$ cat src/rtl/mem_stage_if.sv
// rtl/mem_stage_if.sv - data memory request/ack bus between the MEM stage and data memory
interface mem_stage_if;
  logic        req;
  logic        we;
  logic [15:0] addr;
  logic [15:0] wdata;
  logic [15:0] rdata;
  logic        ack;

  modport master (
    output req,
    output we,
    output addr,
    output wdata,
    input  rdata,
    input  ack
  );

  modport slave (
    input  req,
    input  we,
    input  addr,
    input  wdata,
    output rdata,
    output ack
  );
endinterface

$ cat src/rtl/mem_stage.sv
// rtl/mem_stage.sv - pipeline MEM stage: load/store sequencing with timeout and MEM/WB register
module mem_stage #(
  parameter int unsigned TIMEOUT = 255
) (
  input  logic              clk,
  input  logic              reset,
  input  logic              in_valid,
  input  logic              in_regwrite,
  input  logic [3:0]        in_destreg,
  input  logic              in_memread,
  input  logic              in_memwrite,
  input  logic [15:0]       in_addr,
  input  logic [15:0]       in_result,
  output logic              stall,
  mem_stage_if.master       dmem,
  output logic              wb_valid,
  output logic              wb_regwrite,
  output logic [3:0]        wb_destreg,
  output logic [15:0]       wb_data,
  output logic              bus_err
);

  typedef enum logic {
    S_IDLE = 1'b0,
    S_REQ  = 1'b1
  } state_t;

  // Last wait-counter value before the access is abandoned.
  localparam logic [7:0] WAIT_LAST = 8'(TIMEOUT - 1);

  state_t      state_q, state_d;
  logic [7:0]  cnt_q, cnt_d;
  logic [15:0] addr_q, addr_d;
  logic [15:0] wdata_q, wdata_d;
  logic [3:0]  dest_q, dest_d;
  logic        rw_q, rw_d;
  logic        store_q, store_d;
  logic        wb_valid_q, wb_valid_d;
  logic        wb_regwrite_q, wb_regwrite_d;
  logic [3:0]  wb_destreg_q, wb_destreg_d;
  logic [15:0] wb_data_q, wb_data_d;
  logic        bus_err_q, bus_err_d;

  // Next-state decode: accept in IDLE, complete or abort in REQ.
  always_comb begin
    state_d       = state_q;
    cnt_d         = cnt_q;
    addr_d        = addr_q;
    wdata_d       = wdata_q;
    dest_d        = dest_q;
    rw_d          = rw_q;
    store_d       = store_q;
    wb_valid_d    = 1'b0;
    wb_regwrite_d = 1'b0;
    wb_destreg_d  = wb_destreg_q;
    wb_data_d     = wb_data_q;
    bus_err_d     = bus_err_q;

    case (state_q)
      S_IDLE: begin
        if (in_valid) begin
          if (in_memread || in_memwrite) begin
            // A store wins when both type bits are set.
            state_d = S_REQ;
            cnt_d   = 8'd0;
            addr_d  = in_addr;
            wdata_d = in_result;
            dest_d  = in_destreg;
            rw_d    = in_regwrite;
            store_d = in_memwrite;
          end else begin
            wb_valid_d    = 1'b1;
            wb_regwrite_d = in_regwrite;
            wb_destreg_d  = in_destreg;
            wb_data_d     = in_result;
          end
        end
      end
      S_REQ: begin
        if (dmem.ack) begin
          // Ack beats the timeout on the same edge.
          state_d      = S_IDLE;
          wb_valid_d   = 1'b1;
          wb_destreg_d = dest_q;
          if (store_q) begin
            wb_data_d = wdata_q;
          end else begin
            wb_regwrite_d = rw_q;
            wb_data_d     = dmem.rdata;
          end
        end else if (cnt_q == WAIT_LAST) begin
          // Abandoned access: report it but never write the register file.
          state_d      = S_IDLE;
          wb_valid_d   = 1'b1;
          wb_destreg_d = dest_q;
          bus_err_d    = 1'b1;
        end else begin
          cnt_d = cnt_q + 8'd1;
        end
      end
      default: state_d = S_IDLE;
    endcase
  end

  // State and MEM/WB register update; reset abandons any access in flight.
  always_ff @(posedge clk) begin
    if (reset) begin
      state_q       <= S_IDLE;
      cnt_q         <= 8'd0;
      addr_q        <= 16'd0;
      wdata_q       <= 16'd0;
      dest_q        <= 4'd0;
      rw_q          <= 1'b0;
      store_q       <= 1'b0;
      wb_valid_q    <= 1'b0;
      wb_regwrite_q <= 1'b0;
      wb_destreg_q  <= 4'd0;
      wb_data_q     <= 16'd0;
      bus_err_q     <= 1'b0;
    end else begin
      state_q       <= state_d;
      cnt_q         <= cnt_d;
      addr_q        <= addr_d;
      wdata_q       <= wdata_d;
      dest_q        <= dest_d;
      rw_q          <= rw_d;
      store_q       <= store_d;
      wb_valid_q    <= wb_valid_d;
      wb_regwrite_q <= wb_regwrite_d;
      wb_destreg_q  <= wb_destreg_d;
      wb_data_q     <= wb_data_d;
      bus_err_q     <= bus_err_d;
    end
  end

  // Bus and stall outputs decode directly from the request state.
  always_comb begin
    stall      = (state_q == S_REQ);
    dmem.req   = (state_q == S_REQ);
    dmem.we    = (state_q == S_REQ) && store_q;
    dmem.addr  = addr_q;
    dmem.wdata = wdata_q;
  end

  assign wb_valid    = wb_valid_q;
  assign wb_regwrite = wb_regwrite_q;
  assign wb_destreg  = wb_destreg_q;
  assign wb_data     = wb_data_q;
  assign bus_err     = bus_err_q;

endmodule

$ cat src/flat_wrapper.sv
// flat-port wrapper written by rule: the top's interface ports become plain ports
module mem_stage_flat 
#(
  parameter int unsigned TIMEOUT = 255
)
  (clk, reset, in_valid, in_regwrite, in_destreg, in_memread, in_memwrite, in_addr, in_result, stall, wb_valid, wb_regwrite, wb_destreg, wb_data, bus_err, dmem_req, dmem_we, dmem_addr, dmem_wdata, dmem_rdata, dmem_ack);
  mem_stage_if dmem_i ();
  input  logic clk;
  input  logic reset;
  input  logic in_valid;
  input  logic in_regwrite;
  input  logic [3:0] in_destreg;
  input  logic in_memread;
  input  logic in_memwrite;
  input  logic [15:0] in_addr;
  input  logic [15:0] in_result;
  output logic stall;
  output logic wb_valid;
  output logic wb_regwrite;
  output logic [3:0] wb_destreg;
  output logic [15:0] wb_data;
  output logic bus_err;
  output wire logic [$bits(dmem_i.req)-1:0] dmem_req;
  output wire logic [$bits(dmem_i.we)-1:0] dmem_we;
  output wire logic [$bits(dmem_i.addr)-1:0] dmem_addr;
  output wire logic [$bits(dmem_i.wdata)-1:0] dmem_wdata;
  input wire logic [$bits(dmem_i.rdata)-1:0] dmem_rdata;
  input wire logic [$bits(dmem_i.ack)-1:0] dmem_ack;
  assign dmem_req = dmem_i.req;
  assign dmem_we = dmem_i.we;
  assign dmem_addr = dmem_i.addr;
  assign dmem_wdata = dmem_i.wdata;
  assign dmem_i.rdata = dmem_rdata;
  assign dmem_i.ack = dmem_ack;
  mem_stage #(.TIMEOUT(TIMEOUT)) u_core (.clk(clk), .reset(reset), .in_valid(in_valid), .in_regwrite(in_regwrite), .in_destreg(in_destreg), .in_memread(in_memread), .in_memwrite(in_memwrite), .in_addr(in_addr), .in_result(in_result), .stall(stall), .dmem(dmem_i), .wb_valid(wb_valid), .wb_regwrite(wb_regwrite), .wb_destreg(wb_destreg), .wb_data(wb_data), .bus_err(bus_err));
endmodule
$ cat config.mk
export PLATFORM = sky130hd
export DESIGN_NAME = mem_stage_flat
export DESIGN_NICKNAME = d
export VERILOG_FILES = /design/src/rtl/mem_stage_if.sv /design/src/rtl/mem_stage.sv /design/src/flat_wrapper.sv
export SDC_FILE = /design/constraint.sdc
export NUM_CORES = 1
export LEC_CHECK = 0
export BUFFER_PORTS_ARGS = -buffer_cell sky130_fd_sc_hd__buf_2
export CAP_MARGIN = 30
export CORE_UTILIZATION = 48
export DETAILED_ROUTE_END_ITERATION = 16
export PLACE_DENSITY = 0.89
export SKIP_LAST_GASP = 1
export SYNTH_ARGS = -nofsm -noshare
export SYNTH_HDL_FRONTEND = slang
export SYNTH_SLANG_ARGS = --single-unit
$ cat constraint.sdc
create_clock -name clk -period 1.8 [get_ports clk]
set_input_delay 0.27 -clock clk [delete_from_list [all_inputs] [get_ports clk]]
set_output_delay 0.27 -clock clk [all_outputs]
set_load 0.01 [all_outputs]
==> summary.md <==
| Metric | Value |
|---|---|
| Die W | `81.2 um` |
| PortBufs | `116` |
| Final hold viol count | `0` |
| Final Wtd Congestion | `0.858` |
| CP max stage delay | `0.48 ns` |
| Crit-path cells | `inv_1 > ha_1 > nand4_1 > nor2b_1 > buf_4 > or4_1 > a21oi_1` |
| Status | `complete, no violations` |
| Row count | `28` |
| Tmin final | `1.68 ns` |
| CTS clk-pin slew, worst paths | `0.07 ns` |
| GR Layer Usage met2 | `0.422` |
| Pwr Total | `3.55 mW` |
| Die Y | `81.2 um` |
| Area after DPL | `3690 um2` |
| I/O pins | `117` |
| Skew final | `0.0140 ns` |
| Worst path bufs/invs | `2` |
| Syn nets | `431` |
| Yosys cell types | `34` |
| Crit Path Class | `register to register` |
| Pin count of the biggest net entering global routing | `39` |
| Final WS setup | `0.118 ns` |
| Met3 usage | `0.0494` |
| Slowest CP cell | `or4_1` |
| Post_cts resized | `0` |
| Pre-CTS setup slack | `0.152 ns` |
| DRC violation count after routing | `0` |
| Final instance area | `3900 um2` |
| FF-to-FF path depth | `7` |
| Crit start category | `register` |
| Final setup TNS | `0 ns` |
| Overall routing resource usage | `0.252` |
| Initial antenna violation count | `0` |
| Share of cells above drive strength 1 | `0.305` |
| Worst path arrival time | `1.94 ns` |
| Post-CTS Hold Buffers | `0` |
| TritonCTS clock tree | `built` |
| First-pass GRT wire length | `12700 um` |
| Worst-Margin Slew | `0.450 ns` |
| Clock power share | `0.362` |
| Mapped cell area | `3010 um2` |
| CTS Buf Count | `9` |
| Slew margin rel. | `0.700` |
| Met1 Resource Use GR | `0.300` |
| Antenna cells | `0` |
| Hold slack | `0.163 ns` |
| Vias after detailed routing | `2995` |
| Syn-to-layout area delta | `29.7%` |
| Worst vdd ir | `0.552 mV` |
| CP delay by family, top | `simple AND/OR/NAND/NOR gates` |
| Core ar. | `5990 um2` |
| Combinational share of power | `0.163` |
| Number of max-cap violations | `0` |
| Sequential share of the synthesized area | `0.466` |
| Largest area contributor in the netlist | `dfxtp_1` |
| Switching Share | `0.266` |
| Power Density | `908 nW/um2` |
| Levels on crit path | `7` |
| Hold/Removal Path Class | `input pin to register` |
| RSZ-0062 raised after global routing | `no` |
| Number of global-route vias before repair | `2742` |
| Drt first-iter violations | `180` |
| Worst Path Required | `2.06 ns` |
| Final HPWL DP | `5490 um` |
| CP Max Fanout | `13` |
| Antenna Nets Post-Route | `0` |
| Max Freq | `595 MHz` |
| Fin nets | `545` |
| Top post-synthesis cells by count | `nand2_1, dfxtp_1, a21oi_1` |
| Detailed Routing Iterations Pass 1 | `4` |
| Drt total wl | `7820 um` |
| P_leak | `1.73 nW` |
| Vias/cell | `5.31` |
| Post-DR wirelength/cell | `13.9 um` |
| Die ar. | `6590 um2` |
| Hold path depth | `3` |
| Flop pwr share | `0.475` |
| Gr ovfl total | `0` |
| Top-area cell type share of the netlist area | `0.466` |
| Top_reg_cell synth | `dfxtp_1` |
| Final setup fails | `0` |
| P_int | `2.60 mW` |
| Count of pins over their slew limit | `0` |
| Ys Warns | `0` |
| Root Driver | `clkbuf_8` |
| Post-synthesis sequential element count | `70` |
| GR peak layer | `met2` |
| Clk_lat worst skew | `0.34 ns` |
| Crit. End Element | `register` |
| # clock sinks | `70` |
| Psw | `0.944 mW` |
| Max Buffers Root-to-Sink | `2` |
| Initial Util | `0.502` |
| Worst R2R Setup Slack | `0.12 ns` |
| Gate Count Post-Synth | `370` |
| Count leader, synth | `nand2_1` |
| Htree depth | `3` |
| Mapped Avg Cell Area | `8.13 um2` |
| Fin crit share | `0.934` |
| Post-CTS Repair Setup Buffers | `0` |
| Dominant cells by area after synthesis | `dfxtp_1, mux2i_1, nand2_1` |
| FFs w/ async S/R, synth | `0` |
| Post-synth EDFFs | `0` |
sequential cells by signal, summed over array words and instances, names as in the netlist:
name                count
u_core.wb_valid         1
u_core.cnt_q            8
u_core.dmem.addr       16
u_core.dest_q           4
u_core.bus_err          1
u_core.store_q          1
u_core.rw_q             1
u_core.dmem.req         1
u_core.wb_data         16
u_core.wb_regwrite      1
u_core.wb_destreg       4
u_core.dmem.wdata      16
cells in the final DEF (no fill, tap or decap), types with 2 or more instances in the layout:
| cell | count |
|---|---|
| nor3_1 | 7 |
| and4_1 | 2 |
| mux2i_1 | 37 |
| a31oi_1 | 2 |
| clkbuf_1 | 2 |
| a21oi_1 | 61 |
| nand2b_1 | 3 |
| nand2_1 | 84 |
| ha_1 | 2 |
| buf_4 | 11 |
| or4_1 | 4 |
| o21ai_0 | 2 |
| nor2b_1 | 2 |
| o31ai_1 | 4 |
| nand3_1 | 6 |
| nor2_1 | 37 |
| inv_1 | 3 |
| a211oi_1 | 4 |
| buf_2 | 116 |
| dfxtp_1 | 70 |
| buf_12 | 2 |
| clkbuf_8 | 11 |
power by group through the flow:
stage               sequential, mW  combinational (mW)  clock [mW]
floorplan                     1.75               0.304           0
global placement              1.71               0.558           0
detailed placement            1.72               0.575           0
CTS                           1.68               0.578        1.30
global route                  1.70               0.638        1.37
finish                        1.68               0.577        1.28
worst register-to-register path: cells and delay by family, from the launching register on:
| family | cells | cell delay, ns |
|---|---|---|
| buffers and inverters | 2 | 0.23 |
| AOI/OAI and AO/OA | 1 | 0.14 |
| adders and majority gates | 1 | 0.20 |
| and+or+nand+nor | 3 | 0.70 |
| DFF | 1 | 0.33 |
layer usage:
| layer | part of all wire | vias to the layer above | wire [um] |
|---|---|---|---|
| li1 | - | 1476 | - |
| met1 | 0.42 | 1395 | 3270 |
| met2 | 0.51 | 106 | 3950 |
| met3 | 0.052 | 18 | 406 |
| met4 | 0.025 | 0 | 193 |
| met5 | 0 | - | 0 |
layout make-up:
cell class	instances	area (um2)
Multi-Input combinational cell	269	1480
Timing Repair Buffer	130	714
Sequential cell	70	1400
Clock inverter	3	42.5
Tap cell	75	93.8
Inverter	4	15.0
Clock buffer	13	159
Fill cell	516	2090
per-stage QoR:
step / std cells / utilization
finish: 564 / 0.652
global route: 564 / 0.652
detailed placement: 548 / 0.616
CTS: 564 / 0.650
floorplan: 370 / -
global placement: 548 / 0.616
worst paths after layout:
| kind | from | to |
|---|---|---|
| hold reg to reg | u_core.dmem.addr[6] | u_core.dmem.addr[6] |
| setup / recovery | u_core.cnt_q[0] | u_core.cnt_q[3] |
| setup reg to reg | u_core.cnt_q[0] | u_core.cnt_q[3] |
| hold / removal | in_addr[0] | u_core.dmem.addr[0] |
kinds of logic (layout without fill, tap and decap cells):
kind of cell,count (synthesis),in the layout,share of synthesized area
buf+inv,31,150,0.0474
mux,37,37,0.123
fa+ha+maj,2,2,0.00831
compound gates,78,78,0.143
flops,70,70,0.466
simple gates,152,152,0.213
Power figures use the tool's default switching activity.
